File: src/rtl/store.sv
// RV32I store unit: forms the effective address, lane-aligns the store data and
// issues one valid/ready write to data memory, reporting completion or an error.
module store #(
  parameter int unsigned TIMEOUT_CYCLES = 16
) (
  input  logic        clock,
  input  logic        reset_n,
  input  logic        store_enable,
  input  logic [2:0]  funct3,
  input  logic [31:0] rs1_value,
  input  logic [31:0] rs2_value,
  input  logic [31:0] immediate12,
  output logic [31:0] memory_write_address,
  output logic [31:0] memory_write_data,
  output logic [3:0]  memory_write_strobe,
  output logic        memory_write_valid,
  input  logic        memory_write_ready,
  output logic        store_busy,
  output logic        store_done,
  output logic        store_error,
  output logic [1:0]  store_error_code
);

  localparam logic [1:0] S_IDLE = 2'd0;
  localparam logic [1:0] S_REQ  = 2'd1;
  localparam logic [1:0] S_DONE = 2'd2;
  localparam logic [1:0] S_ERR  = 2'd3;

  localparam logic [2:0] F3_SB = 3'h0;
  localparam logic [2:0] F3_SH = 3'h1;
  localparam logic [2:0] F3_SW = 3'h2;

  localparam logic [1:0] ERR_MISALIGNED = 2'b01;
  localparam logic [1:0] ERR_FUNCT3     = 2'b10;
  localparam logic [1:0] ERR_TIMEOUT    = 2'b11;

  localparam logic [7:0] WAIT_LAST = 8'(TIMEOUT_CYCLES - 1);

  logic [1:0]  state;
  logic [7:0]  wait_count;
  logic [31:0] ea;
  logic [1:0]  off;
  logic [3:0]  lane_strobe;
  logic [31:0] lane_data;
  logic        illegal_funct3;
  logic        misaligned;

  assign ea         = rs1_value + immediate12;
  assign off        = ea[1:0];
  assign store_busy = (state != S_IDLE);

  always_comb begin
    lane_strobe    = 4'b0000;
    lane_data      = rs2_value;
    illegal_funct3 = 1'b0;
    misaligned     = 1'b0;
    case (funct3)
      F3_SB: begin
        lane_strobe = 4'b0001 << off;
        lane_data   = {4{rs2_value[7:0]}};
      end
      F3_SH: begin
        lane_strobe = 4'b0011 << off;
        lane_data   = {2{rs2_value[15:0]}};
        misaligned  = off[0];
      end
      F3_SW: begin
        lane_strobe = 4'b1111;
        lane_data   = rs2_value;
        misaligned  = (off != 2'b00);
      end
      default: illegal_funct3 = 1'b1;
    endcase
  end

  // Handshake: memory_write_valid rises with the request and stays high, with
  // address/data/strobe frozen, until the first edge where memory_write_ready
  // is also high; that edge is the transfer and drops valid.
  always_ff @(posedge clock) begin
    if (!reset_n) begin
      state                <= S_IDLE;
      wait_count           <= 8'd0;
      memory_write_address <= 32'd0;
      memory_write_data    <= 32'd0;
      memory_write_strobe  <= 4'd0;
      memory_write_valid   <= 1'b0;
      store_done           <= 1'b0;
      store_error          <= 1'b0;
      store_error_code     <= 2'b00;
    end else begin
      store_done       <= 1'b0;
      store_error      <= 1'b0;
      store_error_code <= 2'b00;
      case (state)
        S_IDLE: begin
          if (store_enable) begin
            if (illegal_funct3) begin
              state            <= S_ERR;
              store_error      <= 1'b1;
              store_error_code <= ERR_FUNCT3;
            end else if (misaligned) begin
              state            <= S_ERR;
              store_error      <= 1'b1;
              store_error_code <= ERR_MISALIGNED;
            end else begin
              state                <= S_REQ;
              wait_count           <= 8'd0;
              memory_write_address <= {ea[31:2], 2'b00};
              memory_write_data    <= lane_data;
              memory_write_strobe  <= lane_strobe;
              memory_write_valid   <= 1'b1;
            end
          end
        end
        S_REQ: begin
          // Ready is checked first so a transfer on the expiring edge still completes.
          if (memory_write_ready) begin
            memory_write_valid <= 1'b0;
            state              <= S_DONE;
            store_done         <= 1'b1;
          end else if (wait_count == WAIT_LAST) begin
            memory_write_valid <= 1'b0;
            state              <= S_ERR;
            store_error        <= 1'b1;
            store_error_code   <= ERR_TIMEOUT;
          end else begin
            wait_count <= wait_count + 8'd1;
          end
        end
        S_DONE:  state <= S_IDLE;
        S_ERR:   state <= S_IDLE;
        default: state <= S_IDLE;
      endcase
    end
  end

endmodule

File: config.mk
export PLATFORM = sky130hd
export DESIGN_NAME = store
export DESIGN_NICKNAME = d
export VERILOG_FILES = /design/src/rtl/store.sv
export SDC_FILE = /design/constraint.sdc
export NUM_CORES = 1
export LEC_CHECK = 0
export CORE_MARGIN = 1
export CORE_UTILIZATION = 41
export CTS_CLUSTER_DIAMETER = 100
export CTS_CLUSTER_SIZE = 28
export DETAILED_ROUTE_END_ITERATION = 10
export DONT_BUFFER_PORTS = 1
export PLACE_DENSITY_LB_ADDON = 0.08
export SYNTH_ARGS = -nofsm -noshare
export SYNTH_HDL_FRONTEND = slang
export SYNTH_SLANG_ARGS = --single-unit
File: constraint.sdc
create_clock -name clock -period 6.25 [get_ports clock]
set_input_delay 1.5625 -clock clock [delete_from_list [all_inputs] [get_ports clock]]
set_output_delay 1.5625 -clock clock [all_outputs]
set_load 0.05 [all_outputs]
# == Yosys cells after proc, flatten, opt, wreduce, memory -nomap -nowiden ==
# Cells that the tools add are included.
# Widths: inputs -> output; s select.
# totals
inputBits,103
output_inout_bits,74
register_bits,81
elab_cells,72
# classes
addsub,2
eq_ne,12
n_reduce_logical,12
bitwise,1
mux,34
shifts,2
# ops
cell,n
$pmux 32 s2,1
$mux 8,5
$add 32x32->32,1
$mux 2,9
$pmux 8 s2,1
$mux 1,12
$pmux 4 s3,1
$ne 2x2->1 const B,5
$add 8x1->8 const B,1
$eq 8x4->1 const B,1
$pmux 1 s2,3
$pmux 2 s3,1
$reduce_and 6->1,1
$reduce_bool 2->1,3
$reduce_and 5->1,1
$eq 2x2->1 const B,2
$pmux 2 s2,1
$reduce_and 2->1,2
$reduce_and 4->1,1
$shl 1x2->4 const A,1
$shl 2x2->4 const A,1
$eq 3x1->1 const B,1
$eq 3x2->1 const B,1
$logic_not 3->1,1
6 further kinds,6

# == Depth between registers and ports, before layout ==
# Gate-level depths: netlist of the first run.
# depth
word_depth,7
ltp_mapped,11
mapped_depth_nobuf,10

# == Least setup slack after synthesis of the first run ==
# Ideal clock, no wire load.
# synth_timing
path_type,input-to-reg
startpoint,input rs1_value[0]
endpoint,register memory_write_address[28]
path_slack_ns,2.435
t_arrival_ns,3.690
t_required_ns,6.125
cell_stages,10
setup_time_ns,0.125
path_buffers,0
path_cell_list,ha_1 > fa_1 > a211o_1 > a211o_1 > a211oi_2 > o31ai_2 > a221oi_2 > o21ai_1 > xnor2_1 > o21ai_1
# synth_via
elab_chain_len,5
# synth_rtl
item,line,text
start: declaration,10,"input logic [31:0] rs1_value,"
$add 32x32->32 *,48,assign ea = rs1_value + immediate12;
$reduce_bool 2->1,70,misaligned = (off != 2'b00);
$pmux 1 s2,57,case (funct3)
$not 1->1 (no line),--,
$reduce_and 4->1 (no line),--,
end signal: assignment,108,"memory_write_address <= {ea[31:2], 2'b00};"
end: declaration,13,"output logic [31:0] memory_write_address,"
# Mark *: on every way between the ends. The rest lies on a longest branch, timed or not.
# A chain may end at the register's enable or synchronous reset.

# == Final worst setup path of the first run ==
# layout_timing
startpoint,input rs1_value[0]
endpoint,register memory_write_address[21]
# The elaborated chain is that of the path after synthesis.

==> results of run 1 <==
-- cell usage after synthesis, types with 3 or more instances --
cell and number:
o21a_1 5, nor2_1 28, o221ai_1 4, clkbuf_1 28, a21oi_1 39, o211ai_1 12, and3_1 5, o21ai_1 6
inv_1 8, nand3_1 18, nand2_1 111, nor3_1 3, o31ai_1 5, xnor2_1 16, xor2_1 16, buf_2 5
ha_1 32, nand4_1 9, o21ai_0 43, and2_1 9, o21bai_1 4, mux2i_1 16, dfxtp_1 81, o211a_1 23
nand2b_1 6, a21boi_0 26, a21o_1 10, a211o_1 6
-- layout make-up --
class | instances | area (sq um) | share of cell area
flip-flops and latches | 81 | 1620 | 0.293
multi-input cells | 493 | 3280 | 0.594
inverters | 9 | 33.8 | 0.00611
well taps | 168 | 210 | 0.0380
clock inverters | 4 | 98.8 | 0.0179
clock buffers | 12 | 256 | 0.0464
repair buffers | 3 | 22.5 | 0.00407
-- cell usage in the layout (no fill, tap or decap), drive strengths merged, types with 3 or more instances in the layout --
cell    netlist  layout
o21ai        50      50
and3          5       5
o21bai        4       4
nand4        11      11
nand2       111     111
nand2b        6       6
o21a          5       5
a21boi       26      26
o211a        23      23
o31ai         7       7
nor3          4       4
a21oi        40      40
and2          9       9
clkbuf       28      12
bufinv        0       3
nor2         30      30
a31oi         3       3
nand3        19      19
o221ai        4       4
xor2         16      16
buf           8       3
inv           8       8
a211o         6       6
o211ai       12      12
a21o         10      10
xnor2        16      16
ha           32      32
mux2i        16      16
dfxtp        81      81
-- power by group through the flow --
stage / sequential (mW) / clock [mW] / combinational (mW)
6_report: 0.639 / 0.628 / 0.272
5_1_grt: 0.642 / 0.661 / 0.305
4_1_cts: 0.640 / 0.644 / 0.273
3_5_place_dp: 0.651 / 0 / 0.271
3_3_place_gp: 0.651 / 0 / 0.269
2_1_floorplan: 0.643 / 0 / 0.232
-- final timing paths --
path            startpoint                       end  slack (ns)  cells after the start
min          wait_count[7]             wait_count[7]        0.50                      2
min reg2reg  wait_count[7]             wait_count[7]        0.50                      2
max reg2reg       state[1]  memory_write_address[21]        3.89                      4
max           rs1_value[0]  memory_write_address[21]        2.03                      8
-- sequential cells by signal, summed over array words and instances, names as in the netlist --
name	flops
store_error	1
memory_write_strobe	4
state	2
memory_write_valid	1
store_done	1
wait_count	8
store_error_code	2
memory_write_data	32
memory_write_address	30
-- kinds of logic after synthesis --
| group | synth area share |
|---|---|
| and+or+nand+nor | 0.186 |
| AOI/OAI and AO/OA | 0.283 |
| DFF | 0.319 |
| buffers and inverters | 0.0374 |
| adders and majority gates | 0.0827 |
| xor gates and xnor gates | 0.0551 |
| muxes | 0.0359 |
| other | 0.000737 |
-- routing by layer --
metal / GRT usage / share of wire
met1: 0.250 / 0.44
met3: 0.0484 / 0.066
met4: 0.0825 / 0.017
met2: 0.375 / 0.48
met5: 0 / 0
-- worst max-delay path, delay by kind of cell --
| kind | cells | cell delay [ns] |
|---|---|---|
| fa+ha+maj | 2 | 0.74 |
| simple gates | 3 | 1.45 |
| compound gates | 3 | 0.73 |
-- through the flow --
| stage | std cells | setup WS [ns] | hold slack [ns] | instance area (sq um) | util |
|---|---|---|---|---|---|
| global route | 770 | 1.73 | 0.548 | 5530 | 0.458 |
| floorplan | 619 | 2.44 | 0.458 | 5090 | - |
| global placement | 754 | 1.71 | 0.470 | 5170 | 0.429 |
| detailed placement | 754 | 1.64 | 0.493 | 5170 | 0.429 |
| finish | 770 | 2.03 | 0.500 | 5530 | 0.458 |
| CTS | 770 | 1.99 | 0.501 | 5530 | 0.458 |
==> impl_metrics.csv, run 1 <==
group,metric,value,unit
global_routing,grt_overflow_total,0,
power_and_ir_drop,p_total,1.54,mW
clocking,clk_latency,0.34,ns
drt,first_iter_violations,155,
worst_hold_path,hold_path_class,"reg2reg",
sta,rsz0062_at_grt,"false",
global_routing,grt_pass1_vias,4358,
power_and_ir_drop,internal_power,1.07,mW
power_and_ir_drop,clkPwrFrac,0.408,
sta,period_share,0.675,
drt,wirelength,13400,um
logic_synthesis,ys_top_cells_by_area,"dfxtp_1, nand2_1, ha_1",
clocking,clk_pin_slew,0.06,ns
critical_path,worstPathArrival,4.47,ns
clocking,cts_resized,0,
global_routing,grt_max_degree,71,
layout,fin_nets,733,
sta,hold_viol,0,
drt,drcViolationCount,0,
die,core-area,12100,sq um
sta,fin_skew,0.00563,ns
sta,tns,0,ns
die,num_rows,40,
sta,clock.fmax,237,MHz
critical_path,crit_path_start_kind,"primary input",
drt,dr.pass1.iters,4,
clocking,cts.path.max_buffers,2,
logic_synthesis,synthFlopType,"dfxtp_1",
critical_path,critPathCaptureType,"register",
die,start_util,0.422,
drt,wl_per_cell,17.4,um
power_and_ir_drop,power_frac_seq,0.415,
drt,num_vias,4427,
sta,fin_crit,4.22,ns
clocking,htreeDepth,3,
die,fp.dieW,113,um
critical_path,worstPathMaxFanout,54,
clocking,cts_tree,"done",
power_and_ir_drop,pwr-share-comb,0.177,
logic_synthesis,post_synth_num_cell_types,61,
layout,synthToLayoutAreaGrowth,8.68,%
logic_synthesis,yosys_register_bits,81,
clocking,numCtsBuffers,9,
outcome,status,"finished clean",
logic_synthesis,synthArstFlopShare,0,
job,timing.max_cap.violations,0,
die,die_y,113,um
place,gp_congestion,0.854,
layout,antenna-diode-count,0,
clocking,cts_setup_buffers,0,
logic_synthesis,netlist.area_leader.share,0.319,
global_routing,track_usage,0.213,
clocking,root_buffer,"clkbuf_16",
sta,finalMaxSlewViolations,0,
sta,relSlewSlack,0.368,
global_routing,grt_pass1_wl,21600,um
logic_synthesis,synth_edf_count,0,
critical_path,worstPathRequired,6.51,ns
critical_path,crit_chain,"ha_1 -> fa_1 -> o21a_1 -> o22a_1 -> nor2_4 -> and3_2 -> nand2_1 -> o21ai_0",
logic_synthesis,avgSynthCellArea,8.23,sq um
drt,ant_nets,0,
place,place_hpwl,9970,um
critical_path,cpMaxStageDelayCell,"and3_2",
power_and_ir_drop,peakVddDrop,0.114,mV
critical_path,slowest_delay,0.83,ns
logic_synthesis,netlist_area,5090,sq um
die,num_io_pins,177,
layout,fill_cells,1238,
power_and_ir_drop,power_density,278,nW/um^2
power_and_ir_drop,switching_power,474,uW
drt,vias_per_cell,5.75,
logic_synthesis,yosysWarnings,0,
critical_path,crit_type,"in2reg",
sta,setup_viol,0,
global_routing,grt_antenna_before_repair,1,
logic_synthesis,yosys.area.top_type,"dfxtp_1",
power_and_ir_drop,swShare,0.308,
logic_synthesis,seq_area_frac_synth,0.319,
power_and_ir_drop,p_leak,2.33,nW
die,die_area,12900,sq um
sta,tightest_slew,0.948,ns
clocking,cts_sinks,81,
layout,drive_above_1_share,0.0681,
place,port_buffers,0,
logic_synthesis,syn_inst,618,
clocking,cts_hold_buf,0,
Power figures use the tool's default switching activity.
==> run 2: changes to the inputs <==
Clock period 6.25 ns to 3.45 ns, I/O delays scaled along.
==> run 2 against run 1 <==
Against the previous run: sequential power up 82%; global-route usage down 0.070 points; highest routed layer unchanged; largest cell class unchanged; critical path depth rose by 2; clock power is 64% higher; setup slack got worse by 1.6 ns; power up 74%; critical endpoint is now memory_write_address[28]; combinational power grew 84%.
==> impl_metrics.csv, run 2 (synthesized netlist as in run 1, its figures left out) <==
group,metric,value,unit
drt,vias_per_cell,5.64,
drt,num_vias,4369,
sta,rsz0062_at_grt,"false",
drt,wl_met1,5890,um
critical_path,worstPathRequired,3.66,ns
drt,wl_per_cell,17.3,um
sta,relSlewSlack,0.415,
clocking,cts.path.max_buffers,2,
critical_path,worstPathArrival,3.20,ns
layout,largest_register_ff_count,32,
clocking,htreeDepth,3,
drt,first_iter_violations,196,
sta,period_share,0.866,
critical_path,crit_type,"in2reg",
clocking,cts_resized,0,
power_and_ir_drop,power_density,485,nW/um^2
drt,highest_layer,"met4",
power_and_ir_drop,peakVddDrop,0.198,mV
sta,tightest_slew,0.873,ns
sta,finalMaxSlewViolations,0,
die,core-area,12100,sq um
layout,largest_register,"memory_write_data",
place,place_hpwl,10100,um
clocking,clk_latency,0.34,ns
die,fp.dieW,113,um
layout,synthToLayoutAreaGrowth,8.95,%
place,gp_congestion,0.851,
outcome,status,"finished clean",
layout,drive_above_1_share,0.0774,
drt,wirelength,13400,um
place,port_buffers,0,
sta,clock.fmax,335,MHz
clocking,numCtsBuffers,9,
drt,ant_nets,0,
drt,drcViolationCount,0,
clocking,cts_setup_buffers,0,
die,die_area,12900,sq um
clocking,cts_sinks,81,
global_routing,grt_max_degree,71,
die,num_rows,40,
sta,fin_skew,0.00576,ns
global_routing,grt_antenna_before_repair,0,
global_routing,grt_overflow_total,0,
layout,fin_nets,738,
die,start_util,0.422,
layout,reg_top3,"memory_write_data: 32 flops, memory_write_address: 30 flops, wait_count: 8 flops",
critical_path,worstPathMaxFanout,3,
job,timing.max_cap.violations,0,
layout,final_common_cell,"nand2_1",
sta,hold_viol,0,
layout,final_cell_area,5540,sq um
critical_path,critPathCaptureType,"register",
layout,fill_cells,1252,
die,num_io_pins,177,
sta,fin_crit,2.99,ns
clocking,root_buffer,"clkbuf_16",
global_routing,grt_pass1_wl,21500,um
clocking,cts_tree,"done",
layout,antenna-diode-count,0,
drt,dr.pass1.iters,4,
clocking,clk_pin_slew,0.06,ns
drt,wl_met3,889,um
drt,met2_wirelength,6500,um
clocking,cts_hold_buf,0,
place,placed_area,5220,sq um
global_routing,grt_pass1_vias,4195,
power_and_ir_drop,p_leak,2.34,nW
global_routing,track_usage,0.212,
layout,final_cell_mix,"nand2_1, dfxtp_1, o21ai_0, a21oi_1, ha_1",
die,die_y,113,um
sta,tns,0,ns
sta,setup_viol,0,
worst_hold_path,hold_path_class,"reg2reg",
critical_path,crit_path_start_kind,"primary input",
-- run 2: cell types whose count changed in the layout (fill, tap and decap cells not counted) --
cell	before	now
buf_4	3	7
clkbuf_8	2	0
bufinv_16	3	2
inv_6	0	1
clkinv_2	0	2
clkinv_4	1	0
buf_12	0	1
clkbuf_1	1	0
clkinvlp_4	0	2
-- run 2: worst max-delay path, stage by stage --
cell and delay [ns]:
ha_1 0.22, fa_1 0.43, a211o_1 0.33, a211o_1 0.27
a211oi_2 0.30, o31ai_2 0.14, a221oi_2 0.30, o21ai_1 0.13
xnor2_1 0.15, o21ai_1 0.07
-- run 2: power by group --
group | total [mW] | switching [mW] | internal (mW) | leakage (nW)
Sequential | 1.16 | 0.179 | 0.979 | 0.658
Combinational | 0.500 | 0.290 | 0.210 | 1.53
Clock | 1.03 | 0.394 | 0.634 | 0.152
Total | 2.69 | 0.863 | 1.82 | 2.34
-- run 2: per-layer routing --
layer  vias up  GRT usage
li1       2188          -
met1      2053      0.251
met2       117      0.375
met3        11     0.0537
met4         0     0.0667
met5         -          0
-- run 2: final cells by class --
type	count	area [sq um]	share of cell area
inverters	9	33.8	0.00610
flip-flops and latches	81	1620	0.293
repair buffers	8	72.6	0.0131
clock buffers	9	225	0.0406
clock inverters	7	93.8	0.0169
multi-input cells	493	3280	0.593
well taps	168	210	0.0379
-- run 2: per-stage QoR --
step	util	instances	setup slack, ns	hold slack [ns]	power (mW)
finish	0.459	775	0.462	0.501	2.69
global route	0.459	775	0.265	0.545	2.82
CTS	0.459	775	0.450	0.511	2.73
detailed placement	0.433	759	0.0903	0.502	1.68
global placement	0.433	759	0.126	0.470	1.68
floorplan	-	619	0.335	0.458	1.59
-- run 2: path summary, 6_finish.rpt --
check           startpoint                       end  slack, ns  depth (start not counted)
min          wait_count[7]             wait_count[7]       0.50                          2
max           rs1_value[0]  memory_write_address[28]       0.46                         10
min reg2reg  wait_count[7]             wait_count[7]       0.50                          2
max reg2reg  wait_count[0]             wait_count[7]       1.43                          8
